`config.mk`:
```
export PLATFORM = sky130hd
export DESIGN_NAME = tsc_readout_ctrl_flat
export DESIGN_NICKNAME = d
export VERILOG_FILES = /design/src/rtl/tsc_readout_ctrl_if.sv /design/src/rtl/tsc_readout_ctrl.sv /design/src/flat_wrapper.sv
export SDC_FILE = /design/constraint.sdc
export NUM_CORES = 1
export LEC_CHECK = 0
export BUFFER_PORTS_ARGS = -buffer_cell sky130_fd_sc_hd__buf_2
export CORE_ASPECT_RATIO = 1.1
export CORE_MARGIN = 1.5
export CORE_UTILIZATION = 59
export CTS_CLUSTER_DIAMETER = 150
export DETAILED_ROUTE_END_ITERATION = 10
export PLACE_DENSITY = 0.95
export SYNTH_ARGS = -nofsm -noshare
export SYNTH_HDL_FRONTEND = slang
export SYNTH_SLANG_ARGS = --single-unit
```
`constraint.sdc`:
```
create_clock -name clk -period 4.4 [get_ports clk]
set_input_delay 0.44 -clock clk [delete_from_list [all_inputs] [get_ports clk]]
set_output_delay 0.44 -clock clk [all_outputs]
set_load 0.02 [all_outputs]
```
`src/rtl/tsc_readout_ctrl_if.sv`:
```
// Cache-side req/rdy handshake and framed output byte stream of the readout controller.
// master = controller side, slave = cache plus downstream consumer.
interface tsc_readout_ctrl_if;
    logic        tsc_start;
    logic        tsc_trd;
    logic [31:0] tsc_trigtm;
    logic        tsc_req;
    logic        tsc_rdy;
    logic [7:0]  tsc_dat;
    logic        out_valid;
    logic        out_ready;
    logic [7:0]  out_data;
    logic        out_last;

    modport master (
        output tsc_start, tsc_req, out_valid, out_data, out_last,
        input  tsc_trd, tsc_trigtm, tsc_rdy, tsc_dat, out_ready
    );

    modport slave (
        input  tsc_start, tsc_req, out_valid, out_data, out_last,
        output tsc_trd, tsc_trigtm, tsc_rdy, tsc_dat, out_ready
    );
endinterface

```
`src/rtl/tsc_readout_ctrl.sv`:
```
// Purpose: arm the trigger surround cache, latch the trigger time, stream 4 ts bytes + BUF_LEN samples.
// Latency: >=3 cycles per sample byte (REQ, WAIT_RDY, EMIT); header bytes one per accepted beat.
// Backpressure: out_valid/out_data/out_last hold until out_ready; abort drops them immediately.
module tsc_readout_ctrl #(
    parameter int BUF_LEN     = 32,
    parameter int RETRIG_GAP  = 16,
    parameter int REQ_TIMEOUT = 255
) (
    input  logic                clk,
    input  logic                reset,
    input  logic                go,
    input  logic                continuous,
    input  logic                abort,
    tsc_readout_ctrl_if.master  bus,
    output logic                busy,
    output logic                err,
    output logic [15:0]         frame_cnt,
    output logic [3:0]          state
);

    typedef enum logic [3:0] {
        S_IDLE      = 4'd0,
        S_ARM       = 4'd1,
        S_WAIT_TRIG = 4'd2,
        S_HDR       = 4'd3,
        S_REQ       = 4'd4,
        S_WAIT_RDY  = 4'd5,
        S_EMIT      = 4'd6,
        S_DONE      = 4'd7,
        S_GAP       = 4'd8,
        S_ERR       = 4'd9
    } state_t;

    localparam int SW = (BUF_LEN > 1) ? $clog2(BUF_LEN) : 1;
    localparam int TW = $clog2(REQ_TIMEOUT + 1);
    localparam int GW = $clog2(RETRIG_GAP + 1);
    localparam logic [SW-1:0] LAST_IDX = SW'(BUF_LEN - 1);
    localparam logic [TW-1:0] TO_LAST  = TW'(REQ_TIMEOUT - 1);
    localparam logic [GW-1:0] GAP_LAST = GW'(RETRIG_GAP - 1);

    state_t         state_q, state_d;
    logic [31:0]    ts_q;
    logic [1:0]     hdr_idx;
    logic [SW-1:0]  sample_cnt;
    logic [TW-1:0]  to_cnt;
    logic [GW-1:0]  gap_cnt;
    logic [7:0]     data_q;
    logic           err_q;
    logic [15:0]    frame_q;

    logic           ov, start, req, hs, is_last;
    logic [7:0]     hdr_next;

    assign is_last = (sample_cnt == LAST_IDX);
    assign hs      = ov & bus.out_ready;

    // Byte presented after the header beat at hdr_idx is accepted.
    always_comb begin
        hdr_next = ts_q[31:24];
        case (hdr_idx)
            2'd0:    hdr_next = ts_q[23:16];
            2'd1:    hdr_next = ts_q[15:8];
            2'd2:    hdr_next = ts_q[7:0];
            default: hdr_next = ts_q[31:24];
        endcase
    end

    always_ff @(posedge clk) begin
        if (reset) begin
            state_q <= S_IDLE;
        end else begin
            state_q <= state_d;
        end
    end

    always_comb begin
        state_d = state_q;
        ov      = 1'b0;
        start   = 1'b0;
        req     = 1'b0;
        case (state_q)
            S_IDLE:      if (go) state_d = S_ARM;
            S_ARM: begin
                start   = 1'b1;
                state_d = S_WAIT_TRIG;
            end
            S_WAIT_TRIG: if (bus.tsc_trd) state_d = S_HDR;
            S_HDR: begin
                ov = 1'b1;
                if (bus.out_ready && hdr_idx == 2'd3) state_d = S_REQ;
            end
            S_REQ: begin
                req     = 1'b1;
                state_d = S_WAIT_RDY;
            end
            S_WAIT_RDY: begin
                if (bus.tsc_rdy)             state_d = S_EMIT;
                else if (to_cnt == TO_LAST)  state_d = S_ERR;
            end
            S_EMIT: begin
                ov = 1'b1;
                if (bus.out_ready) state_d = is_last ? S_DONE : S_REQ;
            end
            S_DONE:      state_d = continuous ? S_GAP : S_IDLE;
            S_GAP:       if (gap_cnt == GAP_LAST) state_d = S_ARM;
            S_ERR:       if (go) state_d = S_ARM;
            default:     state_d = S_IDLE;
        endcase
        // Abort outranks everything, including a same-cycle handshake or cache strobe.
        if (abort && state_q != S_IDLE) begin
            state_d = S_IDLE;
            ov      = 1'b0;
            start   = 1'b0;
            req     = 1'b0;
        end
    end

    always_ff @(posedge clk) begin
        if (reset) begin
            ts_q       <= '0;
            hdr_idx    <= '0;
            sample_cnt <= '0;
            to_cnt     <= '0;
            gap_cnt    <= '0;
            data_q     <= '0;
            err_q      <= 1'b0;
            frame_q    <= '0;
        end else begin
            case (state_q)
                S_WAIT_TRIG: if (bus.tsc_trd) begin
                    ts_q    <= bus.tsc_trigtm;
                    data_q  <= bus.tsc_trigtm[31:24];
                    hdr_idx <= 2'd0;
                end
                S_HDR: if (hs) begin
                    hdr_idx    <= hdr_idx + 2'd1;
                    data_q     <= hdr_next;
                    sample_cnt <= '0;
                end
                S_REQ:       to_cnt <= '0;
                S_WAIT_RDY: begin
                    if (bus.tsc_rdy) data_q <= bus.tsc_dat;
                    else             to_cnt <= to_cnt + TW'(1);
                end
                S_EMIT:      if (hs && !is_last) sample_cnt <= sample_cnt + SW'(1);
                S_DONE: begin
                    gap_cnt <= '0;
                    if (!abort) frame_q <= frame_q + 16'd1;
                end
                S_GAP:       gap_cnt <= gap_cnt + GW'(1);
                default: ;
            endcase
            // Set on entry to ERR, cleared when go or abort leaves it.
            err_q <= (state_d == S_ERR);
        end
    end

    assign bus.tsc_start = start;
    assign bus.tsc_req   = req;
    assign bus.out_valid = ov;
    assign bus.out_data  = data_q;
    assign bus.out_last  = ov & is_last & (state_q == S_EMIT);

    assign busy      = (state_q != S_IDLE) && (state_q != S_ERR);
    assign err       = err_q;
    assign frame_cnt = frame_q;
    assign state     = state_q;

endmodule
```
`src/flat_wrapper.sv`:
```
// flat-port wrapper written by rule: the top's interface ports become plain ports
module tsc_readout_ctrl_flat 
#(
    parameter int BUF_LEN     = 32,
    parameter int RETRIG_GAP  = 16,
    parameter int REQ_TIMEOUT = 255
)
  (clk, reset, go, continuous, abort, busy, err, frame_cnt, state, bus_tsc_start, bus_tsc_req, bus_out_valid, bus_out_data, bus_out_last, bus_tsc_trd, bus_tsc_trigtm, bus_tsc_rdy, bus_tsc_dat, bus_out_ready);
  tsc_readout_ctrl_if bus_i ();
  input  logic clk;
  input  logic reset;
  input  logic go;
  input  logic continuous;
  input  logic abort;
  output logic busy;
  output logic err;
  output logic [15:0] frame_cnt;
  output logic [3:0] state;
  output wire logic [$bits(bus_i.tsc_start)-1:0] bus_tsc_start;
  output wire logic [$bits(bus_i.tsc_req)-1:0] bus_tsc_req;
  output wire logic [$bits(bus_i.out_valid)-1:0] bus_out_valid;
  output wire logic [$bits(bus_i.out_data)-1:0] bus_out_data;
  output wire logic [$bits(bus_i.out_last)-1:0] bus_out_last;
  input wire logic [$bits(bus_i.tsc_trd)-1:0] bus_tsc_trd;
  input wire logic [$bits(bus_i.tsc_trigtm)-1:0] bus_tsc_trigtm;
  input wire logic [$bits(bus_i.tsc_rdy)-1:0] bus_tsc_rdy;
  input wire logic [$bits(bus_i.tsc_dat)-1:0] bus_tsc_dat;
  input wire logic [$bits(bus_i.out_ready)-1:0] bus_out_ready;
  assign bus_tsc_start = bus_i.tsc_start;
  assign bus_tsc_req = bus_i.tsc_req;
  assign bus_out_valid = bus_i.out_valid;
  assign bus_out_data = bus_i.out_data;
  assign bus_out_last = bus_i.out_last;
  assign bus_i.tsc_trd = bus_tsc_trd;
  assign bus_i.tsc_trigtm = bus_tsc_trigtm;
  assign bus_i.tsc_rdy = bus_tsc_rdy;
  assign bus_i.tsc_dat = bus_tsc_dat;
  assign bus_i.out_ready = bus_out_ready;
  tsc_readout_ctrl #(.BUF_LEN(BUF_LEN), .RETRIG_GAP(RETRIG_GAP), .REQ_TIMEOUT(REQ_TIMEOUT)) u_core (.clk(clk), .reset(reset), .go(go), .continuous(continuous), .abort(abort), .bus(bus_i), .busy(busy), .err(err), .frame_cnt(frame_cnt), .state(state));
endmodule
```
Word level (Yosys, flattened, before mapping)
Cells that the tools add are included.

storage, ports and cells
  register bits after elaboration = 81
  output and inout bits = 34

operators by class
  add/subtract/negate cells = 5
  equal/unequal tests = 22
  muxes and demuxes = 31
  bitwise gates (word level) = 4
  reduce and logical (&&, ||, !) cells = 21

operators with widths
  cell                     number
  $pmux W8 S3              2
  $mux W4                  9
  $pmux W4 S9              1
  $mux W8                  4
  $pmux W5 S2              2
  $add A16 B1 Y16 const B  1
  $eq A4 B3 Y1 const B     4
  $pmux W8 S2              1
  $eq A4 B4 Y1 const B     3
  $add A5 B1 Y5 const B    2
  $mux W5                  2
  $add A8 B1 Y8 const B    1
  $eq A4 B2 Y1 const B     2
  $eq A8 B8 Y1 const B     1
  $reduce_bool A2 Y1       4
  $mux W1                  6
  $mux W2                  3
  $ne A2 B2 Y1 const B     3
  $reduce_and A2 Y1        3
  $reduce_and A3 Y1        2
  $eq A5 B4 Y1 const B     1
  $eq A5 B5 Y1 const B     1
  $eq A2 B2 Y1 const B     2
  $eq A4 B1 Y1 const B     1
  other kinds (15)         22

Depth between registers and ports, before layout
  depth after elaboration = 8
  mapped depth = 7
  depth with buffers taken out = 7

Least setup slack after synthesis
Ideal clock, no wire load.

  path kind = flip-flop to output port
  start point = reg u_core.state_q[2] (netlist: u_core.state[2])
  end point = out bus_tsc_start
  data arrival time = 1.695 ns
  required time = 3.960 ns
  setup slack = 2.265 ns
  stages on the path, launching flop included = 5
  path buffers = 3
  path through = dfxtp_1 buf_2 buf_2 buf_1 nor4_1

on the way
  longest elaborated chain between the ends = 3
  elaborated cells between the ends (all ways) = 5

RTL lines
  element                                             line                                             source
  start, declared                                     tsc_readout_ctrl.sv:41                           state_t state_q, state_d;
  start signal, assigned                              tsc_readout_ctrl.sv:72                           state_q <= state_d;
  $eq A4 B1 Y1 or $reduce_bool A4 Y1 (tied branches)  tsc_readout_ctrl.sv:81, tsc_readout_ctrl.sv:110
  $mux W1 or $logic_and A1 B1 Y1 (tied branches)      tsc_readout_ctrl.sv:81, tsc_readout_ctrl.sv:110
  $mux W1 (*)                                         tsc_readout_ctrl.sv:110                          if (abort && state_q != S_IDLE) begin
  end, declared                                       flat_wrapper.sv:19                               output wire logic [$bits(bus_i.tsc_start)-1:0] bus_tsc_start;

Every way passes the cells marked *; elsewhere a longest branch is shown, timed or not.

Final worst setup path
  start point = reg u_core.state_q[1] (netlist: u_core.state[1])
  end point = reg u_core.frame_q[15] (netlist: u_core.frame_cnt[15])

on the way
  longest elaborated chain between the ends = 2

RTL lines
  element                             line                     source
  $eq A4 B3 Y1                        tsc_readout_ctrl.sv:129  case (state_q)
  $reduce_and A2 Y1 (no source line)  n/a
  end signal, assigned                tsc_readout_ctrl.sv:148  if (!abort) frame_q <= frame_q + 16'd1;
  end, declared                       tsc_readout_ctrl.sv:49   logic [15:0] frame_q;

Every way passes these cells.
A chain may end at the register's enable or synchronous reset.

==> impl_metrics.yaml <==
finish:
  n_antenna_cell: 0
  drive_gt1_share_pct: 19.4
  stdcell_area_um2: 4740
  final_nets: 632
  multiInputGateArea_um2: 2310
  area_growth_pct: 15.2
  fillers: 495
  ff_latch_area_um2: 1620
  stdcell_count: 659
timing:
  finalCritPeriodShare_pct: 64.3
  grt_setup_unrepaired: "false"
  layout_min_cycle_time_ns: 2.83
  slew_headroom_pct: 25.6
  fin_hold_ws_ns: 0.316
  setup_viol: 0
  skew_ns: 0.00470
  max_freq_ghz: 0.353
  finalHoldViolCount: 0
  tightestPinTransition_ns: 1.12
  fin_setup_tns_ns: 0
  maxSlewViolCount: 0
drt:
  drc: 0
  drtIter0Drc: 505
  dr.pass1.iters: 7
  routedWlPerCell_um: 16.1
  routed_wl_um: 10600
  ant_nets: 0
  viasPerCell: 6.26
  dr_total_vias: 4124
job:
  cap_violations: 0
global_route:
  track_usage_pct: 29.6
  grt_pass1_vias: 3881
  grt-ovfl-total: 0
  grt_pass1_wl_um: 17400
  grt_max_degree: 48
  antenna_found_initial: 0
clock_network:
  cts_max_level: 3
  cts.repair.resized: 0
  cts.sinks: 81
  cts_setup_buffers: 0
  insertion_delay_ns: 0.36
  cts.path.max_buffers: 2
  hold_buffers: 0
  cts_root_buf: "clkbuf_8"
  cts-buffers-inserted: 9
  path_clk_slew_ns: 0.08
  cts_tree: "built"
power_and_ir_drop:
  swShare_pct: 25.5
  switchingPower_uw: 414
  pwr-share-seq_pct: 48.4
  p_int_uw: 1210
  power.density_nw_per_um2: 342
  leakage_uw: 0.00176
  comb_power_share_pct: 11.6
  ir_drop_uv: 227
  clkPwrFrac_pct: 40.0
synth:
  synthesis.area_um2: 4110
  synth_area_leaders: "dfxtp_1, nand2_1, a21oi_1"
  syn_inst: 512
  synth-edff-count: 0
  ys_ff_latch: 81
  synth_top_area_share_pct: 39.4
  yosysMostFrequentCell: "nand2_1"
  async_flop_share_pct: 0
  synth_warnings: 0
  synth.avg_cell_area_um2: 8.03
  synth_cell_types: 53
  synth_largest_area_cell: "dfxtp_1"
  synth-seq-area-share_pct: 39.4
  synth-main-ff-cell: "dfxtp_1"
  syn-num-nets: 572
  netlist_top_cells_count: "nand2_1, dfxtp_1, a21oi_1"
floorplanning:
  ios: 82
  die_y_um: 90.6
  rows: 31
  start_util_pct: 61.6
  core_um2: 6670
  dieArea_um2: 7480
  die_x_um: 82.6
critical_path:
  crit_slowest_cell: "dfxtp_1"
  arrival_ns: 3.11
  path_cells: "buf_4 -> nand4b_4 -> or4_1 -> or4_1 -> a21oi_1"
  critPathBufInv: 1
  path_class: "flop to flop"
  cp_common_cell: "or4_1"
  critPathTopFamily: "simple AND/OR/NAND/NOR gates"
  startpoint_type: "flop"
  worstPathRequired_ns: 4.68
  end_kind: "flop"
  crit_fanout: 28
  slowest_delay_ns: 0.89
placement:
  gp_congestion: 0.829
  dpl.cell_count: 643
  place_hpwl_um: 7390
  postPlaceCellArea_um2: 4500
  place.port_buffers: 81
min_path:
  min_path_type: "primary input to flop"
status:
  outcome: "completed"
==> layout make-up <==
type / count / share of cell area (%)
Sequential cell: 81 / 34.2
Multi-Input combinational cell: 387 / 48.8
Clock buffer: 11 / 2.77
Clock inverter: 5 / 2.19
Inverter: 8 / 0.634
Timing Repair Buffer: 85 / 9.19
Tap cell: 82 / 2.16
==> path summary, 6_finish.rpt <==
kind,start,to,slack (ns),cells past startpoint
max reg2reg,u_core.state[1],u_core.frame_cnt[15],1.57,5
min,bus_tsc_trigtm[18],u_core.ts_q[18],0.32,3
max,u_core.state[1],u_core.frame_cnt[15],1.57,5
min reg2reg,u_core.ts_q[31],u_core.ts_q[31],0.46,2
==> placed cells by master (no fill, tap or decap), types with 5 or more instances in the layout <==
master    count
or4_1         6
nor3_1       13
a21oi_1      60
xor2_1        5
nand4_1       7
nor2b_1       6
inv_1         8
dfxtp_1      81
a311oi_1      8
nand3_1       8
ha_1         12
nor2_1       28
nor3b_1      19
xnor2_1       9
or3_1         8
clkbuf_8      9
a211oi_1      9
nand2_1      97
o21ai_0      21
a222oi_1      8
nor4_1        5
buf_2        81
or2_2         6
==> layer usage <==
layer | part of all wire, % | global-route usage [%] | wire length (µm) | vias up
met2 | 49 | 49.2 | 5240 | 180
met4 | 3.7 | 13.3 | 389 | 0
met1 | 41 | 36.7 | 4360 | 1947
li1 | - | - | - | 1961
met3 | 5.7 | 4.95 | 606 | 36
met5 | 0 | 0 | 0 | -
==> metrics by stage <==
stage / setup slack (ns) / total power (µW) / util, %
floorplan: 2.26 / 924 / -
global placement: 1.77 / 976 / 67.5
detailed placement: 1.62 / 984 / 67.5
CTS: 1.61 / 1620 / 71.0
global route: 1.41 / 1680 / 71.0
finish: 1.57 / 1620 / 71.0
==> worst min-delay path, cell delays in order <==
cell and delay (ns):
buf_2 0.10, nand2_1 0.04, a21oi_1 0.05
==> power groups by stage <==
stage | clock, µW | sequential (µW) | combinational, µW
after floorplan | 0 | 795 | 129
after global placement | 0 | 799 | 177
after detailed placement | 0 | 801 | 182
after CTS | 649 | 784 | 184
after global routing | 682 | 789 | 206
final | 649 | 785 | 188
==> flip-flops by register name (all words and copies together) (netlist names) <==
register / flops
u_core.ts_q: 32
u_core.hdr_idx: 2
u_core.frame_cnt: 16
u_core.state: 4
u_core.to_cnt: 8
u_core.sample_cnt: 5
u_core.err: 1
u_core.gap_cnt: 5
u_core.bus.out_data: 8
==> kinds of logic (layout without fill, tap and decap cells) <==
family / Yosys count / count (layout) / synth area share [%]
simple gates: 234 / 234 / 30.3
compound gates: 124 / 124 / 18.6
fa+ha+maj: 12 / 12 / 3.65
mux: 3 / 3 / 0.761
flops: 81 / 81 / 39.4
buf+inv: 44 / 109 / 4.29
xor+xnor: 14 / 14 / 2.98
(Power assumes the default switching activity.)
